**config.mk**
```make
export PLATFORM = sky130hd
export DESIGN_NAME = mips_multicycle_ctrl_flat
export DESIGN_NICKNAME = d
export VERILOG_FILES = /design/src/rtl/mips_multicycle_ctrl_if.sv /design/src/rtl/mips_multicycle_ctrl.sv /design/src/flat_wrapper.sv
export SDC_FILE = /design/constraint.sdc
export NUM_CORES = 1
export LEC_CHECK = 0
export BUFFER_PORTS_ARGS = -buffer_cell sky130_fd_sc_hd__buf_4
export CAP_MARGIN = 10
export CORE_MARGIN = 3
export CORE_UTILIZATION = 34
export DETAILED_ROUTE_END_ITERATION = 12
export HOLD_SLACK_MARGIN = 0.08
export PLACE_DENSITY = 0.75
export SKIP_CTS_REPAIR_TIMING = 1
export SYNTH_ARGS = -nofsm -noshare
export SYNTH_HDL_FRONTEND = slang
export SYNTH_SLANG_ARGS = --single-unit
```
**constraint.sdc**
```tcl
create_clock -name clk -period 1.43 [get_ports clk]
set_input_delay 0.143 -clock clk [delete_from_list [all_inputs] [get_ports clk]]
set_output_delay 0.143 -clock clk [all_outputs]
set_load 0.05 [all_outputs]
```
**src/rtl/mips_multicycle_ctrl_if.sv**
```systemverilog
// rtl/mips_multicycle_ctrl_if.sv - IR/memory handshake and datapath control bundle for the multicycle MIPS controller
interface mips_multicycle_ctrl_if;
    logic [31:0] instr;
    logic        mem_ready;
    logic        mem_read;
    logic        mem_write;
    logic        iord;
    logic        ir_write;
    logic        pc_write;
    logic        pc_write_cond;
    logic [1:0]  pc_src;
    logic        alu_src_a;
    logic [1:0]  alu_src_b;
    logic [2:0]  alu_ctrl;
    logic        reg_write;
    logic        reg_dst;
    logic        mem_to_reg;
    logic        illegal;
    logic [3:0]  state;

    modport master (
        input  instr, mem_ready,
        output mem_read, mem_write, iord, ir_write, pc_write, pc_write_cond, pc_src,
               alu_src_a, alu_src_b, alu_ctrl, reg_write, reg_dst, mem_to_reg, illegal, state
    );

    modport slave (
        output instr, mem_ready,
        input  mem_read, mem_write, iord, ir_write, pc_write, pc_write_cond, pc_src,
               alu_src_a, alu_src_b, alu_ctrl, reg_write, reg_dst, mem_to_reg, illegal, state
    );
endinterface

```
**src/rtl/mips_multicycle_ctrl.sv**
```systemverilog
// rtl/mips_multicycle_ctrl.sv - multicycle MIPS main control FSM; PERF_COUNT_EN adds cycle/retired counters
module mips_multicycle_ctrl (
    input  logic clk,
    input  logic rst,
    mips_multicycle_ctrl_if.master bus
`ifdef PERF_COUNT_EN
    ,
    output logic [31:0] cycle_cnt,
    output logic [31:0] retired_cnt
`endif
);
    typedef enum logic [3:0] {
        S_FETCH   = 4'd0,
        S_DECODE  = 4'd1,
        S_MEMADR  = 4'd2,
        S_MEMRD   = 4'd3,
        S_MEMWB   = 4'd4,
        S_MEMWR   = 4'd5,
        S_EXEC    = 4'd6,
        S_ALUWB   = 4'd7,
        S_BRANCH  = 4'd8,
        S_ADDIEX  = 4'd9,
        S_ADDIWB  = 4'd10,
        S_JUMP    = 4'd11,
        S_ILLEGAL = 4'd12
    } state_t;

    localparam logic [5:0] OP_RTYPE = 6'h00;
    localparam logic [5:0] OP_LW    = 6'h23;
    localparam logic [5:0] OP_SW    = 6'h2B;
    localparam logic [5:0] OP_BEQ   = 6'h04;
    localparam logic [5:0] OP_ADDI  = 6'h08;
    localparam logic [5:0] OP_J     = 6'h02;

    localparam logic [2:0] ALU_ADD = 3'b010;
    localparam logic [2:0] ALU_SUB = 3'b110;
    localparam logic [2:0] ALU_AND = 3'b000;
    localparam logic [2:0] ALU_OR  = 3'b001;
    localparam logic [2:0] ALU_SLT = 3'b111;

    state_t     state_q, state_d;
    logic       illegal_q;
    logic [5:0] opcode, funct;
    logic       funct_ok;
    logic [2:0] funct_alu;
    logic       unused_instr;

    assign opcode       = bus.instr[31:26];
    assign funct        = bus.instr[5:0];
    assign unused_instr = ^bus.instr[25:6];
    assign bus.state    = state_q;

    always_comb begin
        funct_ok  = 1'b1;
        funct_alu = ALU_ADD;
        case (funct)
            6'h20:   funct_alu = ALU_ADD;
            6'h22:   funct_alu = ALU_SUB;
            6'h24:   funct_alu = ALU_AND;
            6'h25:   funct_alu = ALU_OR;
            6'h2A:   funct_alu = ALU_SLT;
            default: funct_ok  = 1'b0;
        endcase
    end

    always_ff @(posedge clk) begin
        if (!rst) begin
            state_q   <= S_FETCH;
            illegal_q <= 1'b0;
        end else begin
            state_q <= state_d;
            if (state_d == S_ILLEGAL) begin
                illegal_q <= 1'b1;
            end
        end
    end

    always_comb begin
        state_d           = state_q;
        bus.mem_read      = 1'b0;
        bus.mem_write     = 1'b0;
        bus.iord          = 1'b0;
        bus.ir_write      = 1'b0;
        bus.pc_write      = 1'b0;
        bus.pc_write_cond = 1'b0;
        bus.pc_src        = 2'b00;
        bus.alu_src_a     = 1'b0;
        bus.alu_src_b     = 2'b00;
        bus.alu_ctrl      = ALU_ADD;
        bus.reg_write     = 1'b0;
        bus.reg_dst       = 1'b0;
        bus.mem_to_reg    = 1'b0;
        bus.illegal       = illegal_q;

        case (state_q)
            S_FETCH: begin
                bus.mem_read  = 1'b1;
                bus.alu_src_b = 2'b01;
                if (bus.mem_ready) begin
                    bus.ir_write = 1'b1;
                    bus.pc_write = 1'b1;
                    state_d      = S_DECODE;
                end
            end
            S_DECODE: begin
                // Speculative branch target PC + (imm<<2) lands in ALUOut for BRANCH
                bus.alu_src_b = 2'b11;
                case (opcode)
                    OP_RTYPE:     state_d = S_EXEC;
                    OP_LW, OP_SW: state_d = S_MEMADR;
                    OP_BEQ:       state_d = S_BRANCH;
                    OP_ADDI:      state_d = S_ADDIEX;
                    OP_J:         state_d = S_JUMP;
                    default:      state_d = S_ILLEGAL;
                endcase
            end
            S_MEMADR: begin
                bus.alu_src_a = 1'b1;
                bus.alu_src_b = 2'b10;
                state_d       = (opcode == OP_LW) ? S_MEMRD : S_MEMWR;
            end
            S_MEMRD: begin
                bus.mem_read = 1'b1;
                bus.iord     = 1'b1;
                if (bus.mem_ready) state_d = S_MEMWB;
            end
            S_MEMWR: begin
                bus.mem_write = 1'b1;
                bus.iord      = 1'b1;
                if (bus.mem_ready) state_d = S_FETCH;
            end
            S_MEMWB: begin
                bus.reg_write  = 1'b1;
                bus.mem_to_reg = 1'b1;
                state_d        = S_FETCH;
            end
            S_EXEC: begin
                bus.alu_src_a = 1'b1;
                bus.alu_ctrl  = funct_alu;
                state_d       = funct_ok ? S_ALUWB : S_ILLEGAL;
            end
            S_ALUWB: begin
                bus.reg_write = 1'b1;
                bus.reg_dst   = 1'b1;
                state_d       = S_FETCH;
            end
            S_BRANCH: begin
                bus.alu_src_a     = 1'b1;
                bus.alu_ctrl      = ALU_SUB;
                bus.pc_write_cond = 1'b1;
                bus.pc_src        = 2'b01;
                state_d           = S_FETCH;
            end
            S_ADDIEX: begin
                bus.alu_src_a = 1'b1;
                bus.alu_src_b = 2'b10;
                state_d       = S_ADDIWB;
            end
            S_ADDIWB: begin
                bus.reg_write = 1'b1;
                state_d       = S_FETCH;
            end
            S_JUMP: begin
                bus.pc_write = 1'b1;
                bus.pc_src   = 2'b10;
                state_d      = S_FETCH;
            end
            S_ILLEGAL: state_d = S_ILLEGAL;
            default:   state_d = S_FETCH;
        endcase

        // Reset masks every control so a half-finished instruction cannot write anything
        if (!rst) begin
            bus.mem_read      = 1'b0;
            bus.mem_write     = 1'b0;
            bus.iord          = 1'b0;
            bus.ir_write      = 1'b0;
            bus.pc_write      = 1'b0;
            bus.pc_write_cond = 1'b0;
            bus.pc_src        = 2'b00;
            bus.alu_src_a     = 1'b0;
            bus.alu_src_b     = 2'b00;
            bus.alu_ctrl      = ALU_ADD;
            bus.reg_write     = 1'b0;
            bus.reg_dst       = 1'b0;
            bus.mem_to_reg    = 1'b0;
            bus.illegal       = 1'b0;
        end
    end

`ifdef PERF_COUNT_EN
    logic retire;

    always_comb begin
        retire = 1'b0;
        case (state_q)
            S_MEMWB, S_MEMWR, S_ALUWB, S_BRANCH, S_ADDIWB, S_JUMP: retire = (state_d != state_q);
            default: retire = 1'b0;
        endcase
    end

    always_ff @(posedge clk) begin
        if (!rst) begin
            cycle_cnt   <= 32'd0;
            retired_cnt <= 32'd0;
        end else begin
            cycle_cnt <= cycle_cnt + 32'd1;
            if (retire) begin
                retired_cnt <= retired_cnt + 32'd1;
            end
        end
    end
`endif
endmodule

```
**src/flat_wrapper.sv**
```systemverilog
// flat-port wrapper written by rule: the top's interface ports become plain ports
module mips_multicycle_ctrl_flat 
  (clk, rst, bus_instr, bus_mem_ready, bus_mem_read, bus_mem_write, bus_iord, bus_ir_write, bus_pc_write, bus_pc_write_cond, bus_pc_src, bus_alu_src_a, bus_alu_src_b, bus_alu_ctrl, bus_reg_write, bus_reg_dst, bus_mem_to_reg, bus_illegal, bus_state);
  mips_multicycle_ctrl_if bus_i ();
  input  logic clk;
  input  logic rst;
  input wire logic [$bits(bus_i.instr)-1:0] bus_instr;
  input wire logic [$bits(bus_i.mem_ready)-1:0] bus_mem_ready;
  output wire logic [$bits(bus_i.mem_read)-1:0] bus_mem_read;
  output wire logic [$bits(bus_i.mem_write)-1:0] bus_mem_write;
  output wire logic [$bits(bus_i.iord)-1:0] bus_iord;
  output wire logic [$bits(bus_i.ir_write)-1:0] bus_ir_write;
  output wire logic [$bits(bus_i.pc_write)-1:0] bus_pc_write;
  output wire logic [$bits(bus_i.pc_write_cond)-1:0] bus_pc_write_cond;
  output wire logic [$bits(bus_i.pc_src)-1:0] bus_pc_src;
  output wire logic [$bits(bus_i.alu_src_a)-1:0] bus_alu_src_a;
  output wire logic [$bits(bus_i.alu_src_b)-1:0] bus_alu_src_b;
  output wire logic [$bits(bus_i.alu_ctrl)-1:0] bus_alu_ctrl;
  output wire logic [$bits(bus_i.reg_write)-1:0] bus_reg_write;
  output wire logic [$bits(bus_i.reg_dst)-1:0] bus_reg_dst;
  output wire logic [$bits(bus_i.mem_to_reg)-1:0] bus_mem_to_reg;
  output wire logic [$bits(bus_i.illegal)-1:0] bus_illegal;
  output wire logic [$bits(bus_i.state)-1:0] bus_state;
  assign bus_i.instr = bus_instr;
  assign bus_i.mem_ready = bus_mem_ready;
  assign bus_mem_read = bus_i.mem_read;
  assign bus_mem_write = bus_i.mem_write;
  assign bus_iord = bus_i.iord;
  assign bus_ir_write = bus_i.ir_write;
  assign bus_pc_write = bus_i.pc_write;
  assign bus_pc_write_cond = bus_i.pc_write_cond;
  assign bus_pc_src = bus_i.pc_src;
  assign bus_alu_src_a = bus_i.alu_src_a;
  assign bus_alu_src_b = bus_i.alu_src_b;
  assign bus_alu_ctrl = bus_i.alu_ctrl;
  assign bus_reg_write = bus_i.reg_write;
  assign bus_reg_dst = bus_i.reg_dst;
  assign bus_mem_to_reg = bus_i.mem_to_reg;
  assign bus_illegal = bus_i.illegal;
  assign bus_state = bus_i.state;
  mips_multicycle_ctrl u_core (.clk(clk), .rst(rst), .bus(bus_i));
endmodule
```
### After elaboration in Yosys (flattened, before gate mapping)

Index checks and enable logic that the tools add are counted.

* equal/unequal tests: 23
* multiplexer cells: 37
* reduce and logical (&&, ||, !) cells: 9

Operators with widths (count)
* == test 6 bit (second input constant): 7
* one-hot mux 4 bit (8 select lines): 1
* == test 4 bit (second input constant): 6
* 2-to-1 mux 1 bit: 22
* one-hot mux 4 bit (5 select lines): 1
* == test 4 x 3 -> 1 bit (second input constant): 4
* 2-to-1 mux 4 bit: 4
* one-hot mux 3 bit (4 select lines): 1
* == test 4 x 2 -> 1 bit (second input constant): 2
* OR reduction 2 bit: 4
* == test 6 x 2 -> 1 bit (second input constant): 1
* == test 6 x 3 -> 1 bit (second input constant): 1
* == test 6 x 4 -> 1 bit (second input constant): 1
* zero test 6 bit: 1
* 2-to-1 mux 3 bit: 2
* one-hot mux 2 bit (3 select lines): 1
* one-hot mux 3 bit (2 select lines): 1
* OR reduction 5 bit: 1
* == test 4 x 1 -> 1 bit (second input constant): 1
* zero test 4 bit: 1
* 2-to-1 mux 2 bit: 2
* one-hot mux 2 bit (2 select lines): 1
* OR reduction 4 bit: 1
* OR reduction 3 bit: 1
* one-hot mux 1 bit (2 select lines): 1

* register bits: 5
* input bits: 35
* output and inout port bits: 22
* logic and storage cells: 71

### Depth between registers and ports, before layout

* depth after elaboration: 6
* depth in mapped cells: 6
* gate-level depth less buffers: 5

### Least setup slack after synthesis

OpenSTA, ideal clock, no wires.

* path type: register to output
* start: register u_core.state_q[0], in the netlist u_core.bus.state[0]
* end: output bus_alu_src_b[1]
* arrival: 2.424 ns
* required time: 1.287 ns
* slack: -1.137 ns
* cell stages (with the launch flop): 6
* cell sequence: dfxtp_1 > clkbuf_1 > inv_1 > nor2_1 > nor2_1 > nor3b_1

* cells in the longest elaborated chain, start to end: 4

RTL lines
* from (decl): line mips_multicycle_ctrl.sv:41 `state_t state_q, state_d;`
* from (signal assigned): line mips_multicycle_ctrl.sv:71 `state_q <= state_d;`
* == test 4 x 2 -> 1 bit / == test 4 bit (equally long branches): line mips_multicycle_ctrl.sv:95 `case (state_q)`
* OR reduction 2 bit (no source line)
* one-hot mux 2 bit (3 select lines) *: line mips_multicycle_ctrl.sv:95
* 2-to-1 mux 2 bit *: line mips_multicycle_ctrl.sv:173 `if (!rst) begin`
* to (decl): line flat_wrapper.sv:17 `output wire logic [$bits(bus_i.alu_src_b)-1:0] bus_alu_src_b;`

Every way passes the cells marked *; elsewhere a longest branch is shown, timed or not.

### Worst setup path after layout

* start: register u_core.state_q[2], in the netlist u_core.bus.state[2]
* end: output bus_alu_ctrl[2]

* cells in the longest elaborated chain, start to end: 3

RTL lines
* == test 4 bit / == test 4 x 3 -> 1 bit (equally long branches): line mips_multicycle_ctrl.sv:95
* one-hot mux 3 bit (2 select lines) *: line mips_multicycle_ctrl.sv:95
* 2-to-1 mux 3 bit *: line mips_multicycle_ctrl.sv:173
* to (decl): line flat_wrapper.sv:18 `output wire logic [$bits(bus_i.alu_ctrl)-1:0] bus_alu_ctrl;`

Marks and branches as above.

==> flow_summary_export.csv <==
group,metric,value,unit
sta,rsz0062_at_grt,"true",
global_routing,antenna_found_initial,0,
floorplanning,initial_utilization,0.378,
worst_setup_path,crit_required,1290,ps
worst_setup_path,critical_path_class,"flop to output port",
power,irDropWorstVdd,0.651,mV
layout,fillCellCount,85,
sta,tightest_slew,406,ps
route,drc_errors,0,
route,drt_first_iter_violations,72,
placed_design,place_area,1360,um2
clocking,htreeDepth,1,
min_path,hold-path-cell-count,4,
power,power_density,781,nW/um2
route,drtPass1Iterations,4,
floorplanning,die_h,51.0,um
power,p_leak,0.698,nW
min_path,hold_path_end,"u_core.bus.state[0]",
clocking,insertion_delay,250,ps
synth,yosysWarnings,0,
worst_setup_path,cp_data_arrival_time,1780,ps
synth,ys_types,41,
worst_setup_path,reg2reg_from,"u_core.bus.state[2]",
layout,finish.instance_area,1660,um2
worst_setup_path,crit_fanout,3,
run_status,status,"complete, but fails checks",
placed_design,dp_hpwl,2220,um
power,p_total,1.30,mW
global_routing,grt_pass1_wl,4270,um
global_routing,grtUsageTotal,0.211,
route,via_count,1295,
route,route.antenna.remaining_nets,0,
synth,ys_seq_elements,5,
placed_design,gp_congestion,0.884,
floorplanning,core_area,1820,um2
global_routing,grt_overflow,0,
route,viasPerCell,6.35,
worst_setup_path,worstSetupEndpointType,"output port",
synth,syn_area,688,um2
sta,drv_slew,0,
placed_design,post-place-ws,-281,ps
clocking,clockBufferDepth,2,
run_status,violations,"negative setup slack",
route,wl_per_cell,20.5,um
worst_setup_path,reg2reg_to,"u_core.illegal_q",
power,switching_share,0.496,
layout,diodes,0,
sta,relSlewSlack,0.727,
clocking,cts_tree,"yes",
run,maxCapViolations,0,
layout,final_layout_size_suffix_gt1_frac,0.676,
clocking,cts.sinks,5,
sta,finClkSkew,8.38,ps
route,wirelength,4180,um
global_routing,grt_max_degree,18,
worst_setup_path,reg2regPathDepth,6,
synth,ys_seq_area_frac,0.145,
layout,layout_commonest_cell,"buf_4",
sta,hold-worst-slack,325,ps
sta,finalCritPeriodShare,1.34,
worst_setup_path,r2r_slack,-470,ps
clocking,cts_root_buffer,"clkbuf_4",
power,power.internal,654,uW
layout,area_growth,141,%
clocking,clkSlewWorstSetupHoldPaths,50,ps
sta,finalCriticalPeriod,1920,ps
sta,timing.fmax,520,MHz
floorplanning,num_rows,15,
synth,synthCells,106,
synth,syn_nets,141,
floorplanning,die_area,2600,um2
power,combPwrFrac,0.733,
min_path,hp-class,"input port to flop",
layout,layout_common_cells,"51 x buf_4, 18 x buf_6, 11 x nor2_4",
power,p_clk_frac,0.131,
synth,avgSynthCellArea,6.49,um2
floorplanning,pin_count,57,
clocking,tritoncts.num_buffers,3,
sta,finalSetupViolCount,22,
sta,final_hold_viol_count,0,
sta,layout_setup_ws,-491,ps
placed_design,portBuffers,36,
layout,nNetsFinal,215,
worst_setup_path,cp-start-kind,"flop",
power,seq_power_share,0.136,
layout,final_core_util,0.911,
min_path,worstHoldStart,"bus_instr[31]",
floorplanning,die_x,51.0,um
power,p_sw,642,uW
global_routing,grt_pass1_vias,1022,
==> layout make-up <==
class / instances / area [um2] / share of cell area
flip-flops and latches: 5 / 115 / 0.0694
well taps: 25 / 31.3 / 0.0189
clock buffers: 4 / 26.3 / 0.0158
repair buffers: 75 / 681 / 0.410
multi-input cells: 90 / 787 / 0.474
inverters: 5 / 18.8 / 0.0113
==> cell usage after synthesis <==
master	count	area, um2
nor2_1	18	67.6
nand2_1	11	41.3
nand2b_1	6	37.5
nor3_1	6	30.0
o22ai_1	6	37.5
dfxtp_1	5	100
inv_1	5	18.8
nand3_1	5	25.0
a21oi_1	4	20.0
clkbuf_1	4	15.0
and2_1	2	12.5
nor2b_1	2	12.5
nor3b_1	2	15.0
o21ai_0	2	10.0
xnor2_1	2	17.5
a221o_1	1	10.0
a221oi_2	1	15.0
a22oi_1	1	7.51
a311oi_1	1	8.76
a31oi_1	1	6.26
and3_1	1	6.26
and4b_1	1	10.0
buf_1	1	3.75
buf_4	1	7.51
mux2i_1	1	10.0
nor2_4	1	11.3
nor3_2	1	10.0
nor4_1	1	6.26
nor4b_1	1	8.76
nor4bb_1	1	10.0
o2111ai_1	1	8.76
o21a_1	1	7.51
o21bai_1	1	7.51
o22a_1	1	8.76
o2bb2a_1	1	10.0
o31ai_1	1	7.51
o41ai_1	1	8.76
or3b_2	1	8.76
or4_1	1	7.51
or4_4	1	11.3
or4b_1	1	10.0
==> how the worst max path moves through the flow <==
stage / endpoint / start / depth (start not counted) / slack (ps)
detailed placement: u_core.illegal_q / bus_instr[27] / 5 / -280
global route: u_core.illegal_q / u_core.bus.state[2] / 6 / -540
CTS: bus_alu_ctrl[1] / u_core.bus.state[2] / 5 / -490
finish: bus_alu_ctrl[2] / u_core.bus.state[2] / 5 / -490
floorplan: bus_alu_ctrl[2] / u_core.bus.state[2] / 4 / -370
global placement: u_core.illegal_q / bus_instr[27] / 5 / -250
==> through the flow <==
stage                     setup TNS, ps  cells
final                             -4620    204
after global placement            -1070    195
after detailed placement          -1280    195
after CTS                         -3810    199
after floorplan                   -2650    106
after global routing              -5360    204
==> registers in the layout (all words and copies together), names as in the netlist <==
signal	flops
u_core.bus.state	4
u_core.illegal_q	1
==> logic make-up after synthesis <==
kind of cell	share of synthesized area
compound gates	0.253
xor+xnor	0.0255
buf+inv	0.0654
flops	0.145
mux	0.0145
simple gates	0.496
==> power groups by stage <==
stage	Sequential [mW]	Clock, mW	Combinational (mW)
6_report	0.176	0.170	0.950
5_1_grt	0.177	0.178	0.982
4_1_cts	0.173	0.163	0.753
3_5_place_dp	0.175	0	0.751
3_3_place_gp	0.173	0	0.735
2_1_floorplan	0.229	0	0.429
==> critical path: stages (launching register included) <==
cell and delay, ps:
dfxtp_4 340, nor2b_4 170, nand2_2 90, or4b_4 580, o22ai_4 170, buf_6 180
==> routing by layer <==
layer	vias to the layer above	part of all wire	GRT usage
met5	-	0	0
met4	0	0.073	0.0942
met3	37	0.089	0.0204
met2	120	0.51	0.388
met1	606	0.33	0.243
li1	532	-	-
No activity file was read; power rests on OpenSTA's default activity.
